### src/rtl/systolic_sequencer.sv
// Job controller for one MAC_WIDTH x MAC_WIDTH systolic tile: weight load, then feed/flush/drain per activation tile.
// Outputs are registered. Drain stalls on result_ready=0 with no timeout. `SYSTOLIC_SEQ_PERF_EN adds cycle/stall counters.
module systolic_sequencer #(
  parameter int DATA_SIZE    = 8,
  parameter int MAC_WIDTH    = 8,
  parameter int FLUSH_CYCLES = 2*MAC_WIDTH-1,
  parameter int TILE_W       = 8
) (
  input  logic                         clock,
  input  logic                         reset,
  input  logic                         start,
  input  logic                         abort,
  input  logic [TILE_W-1:0]            num_tiles,
  input  logic                         result_ready,
  output logic                         busy,
  output logic                         done,
  output logic                         weight_load_en,
  output logic [$clog2(MAC_WIDTH)-1:0] weight_row,
  output logic                         feed_en,
  output logic [$clog2(MAC_WIDTH)-1:0] feed_row,
  output logic                         setup_clear,
  output logic                         acc_clear,
  output logic                         result_valid,
  output logic [$clog2(MAC_WIDTH)-1:0] result_row,
  output logic [TILE_W-1:0]            tile_idx
`ifdef SYSTOLIC_SEQ_PERF_EN
  ,
  output logic [31:0]                  perf_cycles,
  output logic [31:0]                  perf_stalls
`endif
);

  localparam int CNT_MAX = (FLUSH_CYCLES > MAC_WIDTH) ? FLUSH_CYCLES : MAC_WIDTH;
  localparam int CW      = $clog2(CNT_MAX);
  localparam int RW      = $clog2(MAC_WIDTH);
  localparam logic [CW-1:0] ROW_LAST   = CW'(MAC_WIDTH - 1);
  localparam logic [CW-1:0] FLUSH_LAST = CW'(FLUSH_CYCLES - 1);

  if (DATA_SIZE < 1 || MAC_WIDTH < 2 || FLUSH_CYCLES < 1) begin : g_bad_params
    $error("systolic_sequencer: unsupported parameter set");
  end

  typedef enum logic [2:0] {IDLE, LOAD, FEED, FLUSH, DRAIN, DONE} state_t;

  state_t            state, state_d;
  logic [CW-1:0]     cnt, cnt_d;
  logic [TILE_W-1:0] tiles_lat, tiles_d, tile_d;
  logic              setup_clear_d, acc_clear_d;

  always_comb begin
    state_d       = state;
    cnt_d         = cnt;
    tile_d        = tile_idx;
    tiles_d       = tiles_lat;
    setup_clear_d = 1'b0;
    acc_clear_d   = 1'b0;
    case (state)
      IDLE: begin
        if (start) begin
          cnt_d = '0;
          if (num_tiles != '0) begin
            tiles_d       = num_tiles;
            state_d       = LOAD;
            setup_clear_d = 1'b1;
          end else begin
            state_d = DONE;
          end
        end
      end
      LOAD: begin
        if (cnt == ROW_LAST) begin
          state_d     = FEED;
          cnt_d       = '0;
          acc_clear_d = 1'b1;
        end else begin
          cnt_d = cnt + CW'(1);
        end
      end
      FEED: begin
        if (cnt == ROW_LAST) begin
          state_d = FLUSH;
          cnt_d   = '0;
        end else begin
          cnt_d = cnt + CW'(1);
        end
      end
      FLUSH: begin
        if (cnt == FLUSH_LAST) begin
          state_d = DRAIN;
          cnt_d   = '0;
        end else begin
          cnt_d = cnt + CW'(1);
        end
      end
      DRAIN: begin
        if (result_ready) begin
          if (cnt == ROW_LAST) begin
            cnt_d = '0;
            if (tile_idx == tiles_lat - TILE_W'(1)) begin
              state_d = DONE;
            end else begin
              state_d     = FEED;
              tile_d      = tile_idx + TILE_W'(1);
              acc_clear_d = 1'b1;
            end
          end else begin
            cnt_d = cnt + CW'(1);
          end
        end
      end
      DONE: begin
        state_d = IDLE;
        cnt_d   = '0;
        tile_d  = '0;
      end
      default: begin
        state_d = IDLE;
        cnt_d   = '0;
        tile_d  = '0;
      end
    endcase
    // Abort outranks every phase transition and scrubs the datapath on the way out.
    if (abort && state != IDLE) begin
      state_d       = IDLE;
      cnt_d         = '0;
      tile_d        = '0;
      setup_clear_d = 1'b1;
      acc_clear_d   = 1'b1;
    end
  end

  always_ff @(posedge clock or posedge reset) begin
    if (reset) begin
      state          <= IDLE;
      cnt            <= '0;
      tiles_lat      <= '0;
      tile_idx       <= '0;
      busy           <= 1'b0;
      done           <= 1'b0;
      weight_load_en <= 1'b0;
      weight_row     <= '0;
      feed_en        <= 1'b0;
      feed_row       <= '0;
      setup_clear    <= 1'b0;
      acc_clear      <= 1'b0;
      result_valid   <= 1'b0;
      result_row     <= '0;
    end else begin
      state          <= state_d;
      cnt            <= cnt_d;
      tiles_lat      <= tiles_d;
      tile_idx       <= tile_d;
      busy           <= (state_d != IDLE);
      done           <= (state_d == DONE);
      weight_load_en <= (state_d == LOAD);
      weight_row     <= (state_d == LOAD) ? cnt_d[RW-1:0] : '0;
      feed_en        <= (state_d == FEED);
      feed_row       <= (state_d == FEED) ? cnt_d[RW-1:0] : '0;
      setup_clear    <= setup_clear_d;
      acc_clear      <= acc_clear_d;
      result_valid   <= (state_d == DRAIN);
      result_row     <= (state_d == DRAIN) ? cnt_d[RW-1:0] : '0;
    end
  end

`ifdef SYSTOLIC_SEQ_PERF_EN
  always_ff @(posedge clock or posedge reset) begin
    if (reset) begin
      perf_cycles <= '0;
      perf_stalls <= '0;
    end else if (state == IDLE && start) begin
      perf_cycles <= '0;
      perf_stalls <= '0;
    end else begin
      if (busy)
        perf_cycles <= perf_cycles + 32'd1;
      if (state == DRAIN && !result_ready)
        perf_stalls <= perf_stalls + 32'd1;
    end
  end
`endif

endmodule

### config.mk
export PLATFORM = sky130hd
export DESIGN_NAME = systolic_sequencer
export DESIGN_NICKNAME = d
export VERILOG_FILES = /design/src/rtl/systolic_sequencer.sv
export SDC_FILE = /design/constraint.sdc
export NUM_CORES = 1
export LEC_CHECK = 0
export BUFFER_PORTS_ARGS = -buffer_cell sky130_fd_sc_hd__buf_2
export CAP_MARGIN = 20
export CORE_ASPECT_RATIO = 1.1
export CORE_MARGIN = 4
export CORE_UTILIZATION = 36
export DETAILED_ROUTE_END_ITERATION = 16
export MAX_ROUTING_LAYER = met4
export SYNTH_ARGS = -nofsm -noshare
export SYNTH_HDL_FRONTEND = slang
export SYNTH_SLANG_ARGS = --single-unit
### constraint.sdc
create_clock -name clock -period 2.81 [get_ports clock]
set_clock_uncertainty 0.15 [all_clocks]
set_input_delay 0.7025 -clock clock [delete_from_list [all_inputs] [get_ports clock]]
set_output_delay 0.7025 -clock clock [all_outputs]
set_load 0.01 [all_outputs]
# Word-level counts from Yosys, hierarchy flattened
# Index checks and enable logic that the tools add are counted.
[totals]
regBits = 39
out_inout_bits = 24
word_cells = 78
[op_classes]
addsub = 3
eq_ne = 16
n_mux = 34
n_reduce_logical = 10
[ops]
columns = ["cell", "count"]
rows = [
  ["3-bit two-way mux", 12],
  ["8-bit two-way mux", 4],
  ["4-bit two-way mux", 5],
  ["4-bit one-hot mux with 4 select lines", 1],
  ["8-bit one-hot mux with 2 select lines", 1],
  ["3-bit one-hot mux with 5 select lines", 1],
  ["3-bit inequality test (second input constant)", 4],
  ["3-bit by 2-bit == test with 1-bit output (second input constant)", 3],
  ["3-bit == test (second input constant)", 3],
  ["1-bit two-way mux", 9],
  ["8-bit by 1-bit adder with 8-bit output (second input constant)", 1],
  ["8-bit == test", 1],
  ["8-bit nonzero test", 1],
  ["8-bit by 1-bit subtractor with 8-bit output (second input constant)", 1],
  ["3-bit by 1-bit == test with 1-bit output (second input constant)", 2],
  ["3-bit nonzero test", 2],
  ["4-bit by 1-bit adder with 4-bit output (second input constant)", 1],
  ["4-bit by 3-bit == test with 1-bit output (second input constant)", 1],
  ["4-bit == test (second input constant)", 1],
  ["4-bit AND reduction", 1],
  ["4-bit OR reduction", 1],
  ["3-bit zero test", 1],
  ["3-bit AND reduction", 1],
  ["2-bit by 1-bit inequality test with 1-bit output (second input constant)", 1],
  ["other kinds (4)", 4],
]

# Depth between registers and ports, before layout
# Gate-level depths: netlist (run 1).
[logic_depth]
word_depth = 9
ltp_mapped = 10
mapped_depth_nobuf = 10

# Worst setup path after synthesis (run 1)
# No wires, ideal clock.
[synth_timing]
path_kind = "register to register"
startpoint = "register tiles_lat[0]"
endpoint = "register weight_row[0]"
t_arrival_ns = 2.691
required_time_ns = 2.594
path_slack_ns = -0.097
stages_incl_launch_ff = 11
cell_sequence = "dfrtp_1 -> inv_1 -> ha_1 -> or3b_2 -> nor4_1 -> o2111ai_1 -> a211o_1 -> buf_6 -> o41a_1 -> and4bb_1 -> and2_1"
[synth_between]
elab_chain_len = 9
[synth_lines]
columns = ["element", "line_no", "source"]
rows = [
  ["from (decl)", "47", "logic [TILE_W-1:0] tiles_lat, tiles_d, tile_d;"],
  ["from (signal assigned)", "151", "tiles_lat <= tiles_d;"],
  ["8-bit by 1-bit subtractor with 8-bit output", "99", "if (tile_idx == tiles_lat - TILE_W'(1)) begin"],
  ["8-bit == test", "99", ""],
  ["3-bit two-way mux", "99", ""],
  ["3-bit two-way mux", "97", "if (cnt == ROW_LAST) begin"],
  ["3-bit two-way mux", "96", "if (result_ready) begin"],
  ["3-bit one-hot mux with 5 select lines", "57", "case (state)"],
  ["3-bit two-way mux", "123", "if (abort && state != IDLE) begin"],
  ["3-bit by 1-bit == test with 1-bit output", "156", "weight_row <= (state_d == LOAD) ? cnt_d[RW-1:0] : '0;"],
  ["3-bit two-way mux", "156", ""],
  ["to (signal assigned)", "156", ""],
  ["to (decl)", "18", "output logic [$clog2(MAC_WIDTH)-1:0] weight_row,"],
]
# No other way between the ends.
# A chain may end at the register's enable or synchronous reset.

# Worst setup path in the final report (run 1)
# Same ends and word-level chain as after synthesis.

==> metrics.csv, run 1 <==
stage,metric,value,unit
floorplanning,Die ar.,7170,sq um
clocking,cts bufs inserted,5,
synthesis,register area share after synthesis,46.1,%
clocking,clk buf depth,2,
routing,drc violations,0,
routing,DR vias,1891,
setup_path,worst r2r path cells,9,
timing,fin worst setup slack,0.00475,ns
synthesis,Avg Inst Size Synth,9.24,sq um
global_routing,vias in the first global route,1856,
global_routing,first-pass GRT wire length,8630,um
synthesis,Post-Synthesis Cell Area,2120,sq um
global_routing,global route overflow,0,
pwr,Clock power frac,19.6,%
clocking,hold buffer count at CTS,0,
routing,Iter 0 DRT Violations,71,
synthesis,Synth Register Bits,39,
final_layout,share of layout cells above drive strength 1,28.8,%
timing,Pins Over Slew Limit,0,
final_layout,ant diodes,0,
pwr,Logic pwr share,42.5,%
floorplanning,io pins,37,
pwr,sw frac,37.3,%
synthesis,leading area contributor after synthesis,dfrtp_1,
final_layout,post-route design area,2690,sq um
floorplanning,Core Area,5730,sq um
setup_path,Critical Path AT,2.89,ns
floorplanning,Die H,88.4,um
worst_hold_path,Worst Hold Class,in2async,
global_routing,maximum number of pins on one net before global-route repair,40,
clocking,CTS tree,built,
floorplanning,Initial Util,36.9,%
clocking,root buf cell,clkbuf_8,
floorplanning,FP Rows,29,
floorplanning,die width,81.1,um
synthesis,ys async rst share,100,%
pwr,Pwr Density,800,nW/um^2
setup_path,worst r2r src,tiles_lat[0]$_DFFE_PP0P_,
synthesis,share of the synthesized area in the top cell type,46.1,%
synthesis,Mapped Cells,229,
global_routing,initial antenna violation count,0,
setup_path,critical-path maximum fanout,6,
placement,Placement Setup Slack,-0.0242,ns
clocking,Clock Latency Late Sink,0.30,ns
timing,Final period util,99.8,%
routing,Routed Antenna Nets,0,
synthesis,Area contributors post-synth,"dfrtp_1, nand2_1, nor2_1",
pwr,Net Sw Power,802,uW
clocking,H-tree depth,2,
synthesis,ys flop type,dfrtp_1,
timing,RSZ-0062 raised after global routing,true,
timing,setup violators final,0,
placement,detailed placer's ending HPWL,3800,um
setup_path,CP Class,reg2reg,
timing,minimum clock period,2.81,ns
run_status,run status,"complete, no violations",
routing,Vias per Instance,5.18,
placement,gpl congestion,0.894,
placement,number of port buffers,36,
setup_path,Worst Path Required,2.90,ns
pwr,internal cell power,1350,uW
timing,Worst Tran Pin Value,0.522,ns
timing,slew margin rel.,64.9,%
setup_path,r2r endpoint,weight_row[0]$_DFF_PP0_,
pwr,Sequential Power Share,37.9,%
pwr,Pleak,0.00129,uW
final_layout,# nets final,304,
final_layout,Synth-to-Final Area Change,27.1,%
synthesis,top-count cell post-synth,dfrtp_1,
final_layout,fill cell count,576,
global_routing,total track usage,16.2,%
job,max-cap viol count,0,
placement,area post-placement,2490,sq um
setup_path,R2R Setup Slk,0.005,ns
clocking,Num Clock Sinks,39,
pwr,VDD IR max,0.440,mV
routing,Initial DRT Pass Iterations,4,
routing,wire length per cell,14.7,um
timing,upper clock frequency limit,356,MHz
synthesis,YS warnings,0,
setup_path,CP startpoint kind,register,
setup_path,Setup crit end kind,register,
clocking,clock-pin slew on the worst setup and hold paths,0.08,ns
synthesis,Post-Synthesis Net Count,246,
timing,"Hold Vio Cnt, Final",0,
synthesis,Post-synth top cells,"dfrtp_1, nand2_1, nor2_1",
synthesis,synth unique cells,45,
synthesis,"EDFF count, synth",0,
routing,Routed Wire Length,5350,um
-- worst max-delay path: stages (launching register included) --
cell	delay, ns
dfrtp_1	0.41
inv_2	0.09
ha_4	0.13
or3b_4	0.39
nor4_2	0.17
o2111ai_2	0.15
a211o_1	0.38
o21ai_0	0.41
and4bb_2	0.34
and2_1	0.13
-- metal layers --
metal | track usage, % | routed length [um]
met5 | - | 0
met4 | 5.99 | 81
met3 | 3.36 | 199
met2 | 27.1 | 2720
met1 | 19.2 | 2350
-- what timing repair did --
action	CTS	global route
setup endpoints to repair	4	13
gates cloned	0	0
pin swaps	6	9
setup buffers	1	5
hold endpoints to repair	0	0
resized for setup	3	10
-- cell usage in the layout (no fill, tap or decap), types with 3 or more instances in the layout --
cell type	instances
dfrtp_1	39
buf_2	36
nand2_1	31
buf_4	23
nor2_1	15
o21ai_0	10
nand3_1	10
inv_1	8
a21oi_1	8
nand2b_1	7
clkbuf_8	7
and2_1	6
nand4_1	6
o31ai_1	6
nor2b_1	5
xor2_1	5
xnor2_1	5
a211oi_1	4
nor3_1	4
a21o_1	4
nor3b_1	3
a311oi_1	3
nand3b_1	3
or4_1	3
ha_1	3
-- registers in the layout, indices dropped and copies added, names as in the netlist --
register        cells
acc_clear           1
busy                1
cnt                 4
done                1
feed_en             1
feed_row            3
result_row          3
result_valid        1
setup_clear         1
state               3
tile_idx            8
tiles_lat           8
weight_load_en      1
weight_row          3
-- worst max path at each step --
stage,startpoint,to,slack (ns),cells past startpoint
CTS,tiles_lat[0]$_DFFE_PP0P_,busy$_DFF_PP0_,0.004,10
finish,tiles_lat[0]$_DFFE_PP0P_,weight_row[0]$_DFF_PP0_,0.005,9
floorplan,tiles_lat[0]$_DFFE_PP0P_,busy$_DFF_PP0_,0.007,10
detailed placement,tiles_lat[0]$_DFFE_PP0P_,weight_row[2]$_DFF_PP0_,-0.02,9
global placement,tiles_lat[1]$_DFFE_PP0P_,weight_row[1]$_DFF_PP0_,0.02,9
global route,tiles_lat[0]$_DFFE_PP0P_,busy$_DFF_PP0_,-0.08,10
-- kinds of logic after synthesis --
logic type / share of synthesized area (%)
flops: 46.1
fa+ha+maj: 2.36
buf+inv: 3.61
simple gates: 28.1
compound gates: 15.7
xor+xnor: 4.14
-- metrics by stage --
stage               total power, uW  util, %  cells  hold slack [ns]  setup TNS [ns]
floorplan                      1330        -    229            0.315               0
global placement               1600     43.4    351            0.353               0
detailed placement             1610     43.4    351            0.364         -0.0743
CTS                            2060     45.5    360            0.381               0
global route                   2310     46.9    365            0.391          -0.480
finish                         2150     46.9    365            0.372               0
-- power groups by stage --
stage	logic (uW)	clock network, uW	registers, uW
final	915	421	816
after CTS	822	429	810
after global placement	790	0	814
after floorplan	541	0	792
after detailed placement	790	0	816
after global routing	1020	454	835
-- area by class of cell --
class                           count  area, sq um  share of cell area [%]
Clock buffer                        8          100                    3.72
Tap cell                           77         96.3                    3.58
Inverter                           10         37.5                    1.40
Timing Repair Buffer               59          353                    13.1
Multi-Input combinational cell    172         1130                    41.9
Sequential cell                    39          976                    36.3
Note: power is estimated with default switching activity, not from simulation.
==> run 2: changes to the inputs <==
CORE_UTILIZATION = 31   (was 36)
MAX_ROUTING_LAYER = unset   (was met4)
==> run 2 against run 1 <==
  * Maximum frequency rose by 0.73%
  * Hold slack got worse by 0.0013 ns
  * Sequential share of layout area fell by 0.56 points
  * Critical endpoint is now weight_row[2]$_DFF_PP0_
  * Largest cell class unchanged
  * Highest routed layer unchanged
==> metrics.csv, run 2 (same netlist as run 1, synthesis figures left out) <==
stage,metric,value,unit,change
setup_path,Worst Path Required,2.90,ns,about the same
clocking,root buf cell,clkbuf_8,,unchanged
timing,Worst Tran Pin Value,0.616,ns,was 0.522 ns
pwr,Pleak,0.00129,uW,about the same
timing,slew margin rel.,58.8,%,was 64.9%
final_layout,Largest regs,"tile_idx: 8 flops, tiles_lat: 8 flops, cnt: 4 flops",,unchanged
clocking,CTS tree,built,,unchanged
final_layout,multi-input gate area in the final layout,1160,sq um,was 1130 sq um
job,max-cap viol count,0,,unchanged
setup_path,Critical Path AT,2.87,ns,was 2.89 ns
timing,"Hold Vio Cnt, Final",0,,unchanged
timing,minimum clock period,2.78,ns,was 2.81 ns
floorplanning,FP Rows,31,,was 29
setup_path,critical-path maximum fanout,5,,was 6
final_layout,share of layout cells above drive strength 1,30.4,%,was 28.8%
global_routing,total track usage,13.4,%,was 16.2%
setup_path,max incr delay on CP,0.42,ns,was 0.41 ns
floorplanning,Initial Util,32.1,%,was 36.9%
placement,number of port buffers,36,,unchanged
routing,wire length per cell,14.0,um,was 14.7 um
worst_hold_path,Worst Hold Class,in2async,,unchanged
floorplanning,Die ar.,8220,sq um,was 7170 sq um
placement,detailed placer's ending HPWL,3780,um,was 3800 um
final_layout,most frequent cells in the layout,"dfrtp_1, buf_2, nand2_1, buf_4, nor2_1",,unchanged
setup_path,CP Class,reg2reg,,unchanged
global_routing,vias in the first global route,1905,,was 1856
final_layout,register area,976,sq um,unchanged
floorplanning,die width,86.8,um,was 81.1 um
global_routing,global route overflow,0,,unchanged
routing,Vias per Instance,5.16,,was 5.18
routing,Iter 0 DRT Violations,46,,was 71
clocking,clock-pin slew on the worst setup and hold paths,0.08,ns,about the same
timing,RSZ-0062 raised after global routing,true,,unchanged
clocking,clk buf depth,2,,unchanged
global_routing,GR Layer Usage met3,3.49,%,was 3.36%
setup_path,Critical-path top delay cell,dfrtp_1,,unchanged
global_routing,first-pass GRT wire length,8710,um,was 8630 um
clocking,Clock Latency Late Sink,0.29,ns,was 0.30 ns
setup_path,R2R Setup Slk,0.03,ns,was 0.005 ns
placement,gpl congestion,0.893,,was 0.894
timing,setup violators final,0,,unchanged
global_routing,GR Util met1,16.0,%,was 19.2%
routing,Initial DRT Pass Iterations,4,,unchanged
routing,DR vias,1883,,was 1891
floorplanning,Die H,94.7,um,was 88.4 um
placement,Placement Setup Slack,-0.0473,ns,was -0.0242 ns
setup_path,Setup crit end kind,register,,unchanged
clocking,cts bufs inserted,5,,unchanged
timing,Final period util,99.1,%,was 99.8%
floorplanning,Core Area,6590,sq um,was 5730 sq um
final_layout,fill cell count,672,,was 576
pwr,Pwr Density,821,nW/um^2,was 800 nW/um^2
final_layout,"most common cell after layout, fill and taps aside",dfrtp_1,,unchanged
global_routing,met2 usage,23.1,%,was 27.1%
routing,Routed Wire Length,5110,um,was 5350 um
final_layout,Final Core Density,41.4,%,was 46.9%
routing,Routed Antenna Nets,0,,unchanged
final_layout,Synth-to-Final Area Change,29.1,%,was 27.1%
global_routing,"Most Used Layer, Global Route",met2,,unchanged
timing,upper clock frequency limit,359,MHz,was 356 MHz
final_layout,ant diodes,0,,unchanged
final_layout,# nets final,299,,was 304
timing,fin worst setup slack,0.0252,ns,was 0.00475 ns
run_status,run status,"complete, no violations",,unchanged
global_routing,maximum number of pins on one net before global-route repair,40,,unchanged
clocking,Num Clock Sinks,39,,unchanged
setup_path,CP startpoint kind,register,,unchanged
timing,Pins Over Slew Limit,0,,unchanged
routing,drc violations,0,,unchanged
pwr,VDD IR max,0.334,mV,was 0.440 mV
setup_path,crit-path cells,inv_2 > ha_4 > or3b_4 > nor4_4 > o2111ai_2 > a211o_2 > o41a_1 > and4bb_2 > and2_1,,was inv_2 > ha_4 > or3b_4 > nor4_2 > o2111ai_2 > a211o_1 > o21ai_0 > and4bb_2 > and2_1
clocking,H-tree depth,2,,unchanged
floorplanning,io pins,37,,unchanged
global_routing,initial antenna violation count,0,,unchanged
## run 2: per-layer routing
| layer | vias up | routed length (um) |
|---|---|---|
| met5 | - | 0 |
| met4 | 0 | 62 |
| met3 | 4 | 262 |
| met2 | 34 | 2530 |
| met1 | 921 | 2250 |
| li1 | 924 | - |
## run 2: report_power, final
part	total [uW]	internal [uW]	switching (uW)
combinational	884	416	468
clock	558	354	204
sequential	801	677	124
total	2240	1450	797
## run 2: worst paths after layout
check | start | to | cells after the start
max reg2reg | tiles_lat[0]$_DFFE_PP0P_ | weight_row[2]$_DFF_PP0_ | 9
min | reset | result_valid$_DFF_PP0_ | 3
min in group clock | tiles_lat[7]$_DFFE_PP0P_ | tiles_lat[7]$_DFFE_PP0P_ | 2
max in group asynchronous | reset | tile_idx[6]$_DFFE_PP0P_ | 3
min reg2reg | tiles_lat[7]$_DFFE_PP0P_ | tiles_lat[7]$_DFFE_PP0P_ | 2
max | tiles_lat[0]$_DFFE_PP0P_ | weight_row[2]$_DFF_PP0_ | 9
## run 2: repair_timing
| item | CTS | global route |
|---|---|---|
| gates cloned | 0 | 0 |
| pin swaps | 5 | 8 |
| setup buffers | 1 | 2 |
| setup endpoints to repair | 7 | 16 |
| resized for setup | 6 | 17 |
| hold buffers | 0 | 0 |
## run 2: worst max-delay path: cells and delay by family (launching register included)
family | cells | cell delay (ns)
simple gates | 4 | 1.04
flops | 1 | 0.42
buf+inv | 1 | 0.09
fa+ha+maj | 1 | 0.12
compound gates | 3 | 0.91
## run 2: final cells by class
type | count | share of cell area, %
multi-input cells | 172 | 42.5
flip-flops and latches | 39 | 35.7
repair buffers | 54 | 11.7
well taps | 82 | 3.75
clock buffers | 5 | 2.52
clock inverters | 3 | 2.47
inverters | 10 | 1.37
## run 2: through the flow
stage / hold WS (ns) / instances / TNS [ns] / area [sq um] / total power [uW]
floorplan: 0.315 / 229 / 0 / 2120 / 1330
global placement: 0.351 / 354 / 0 / 2480 / 1590
detailed placement: 0.358 / 354 / -0.194 / 2480 / 1600
CTS: 0.377 / 363 / -0.0157 / 2650 / 2210
global route: 0.391 / 365 / -0.432 / 2730 / 2410
finish: 0.371 / 365 / 0 / 2730 / 2240
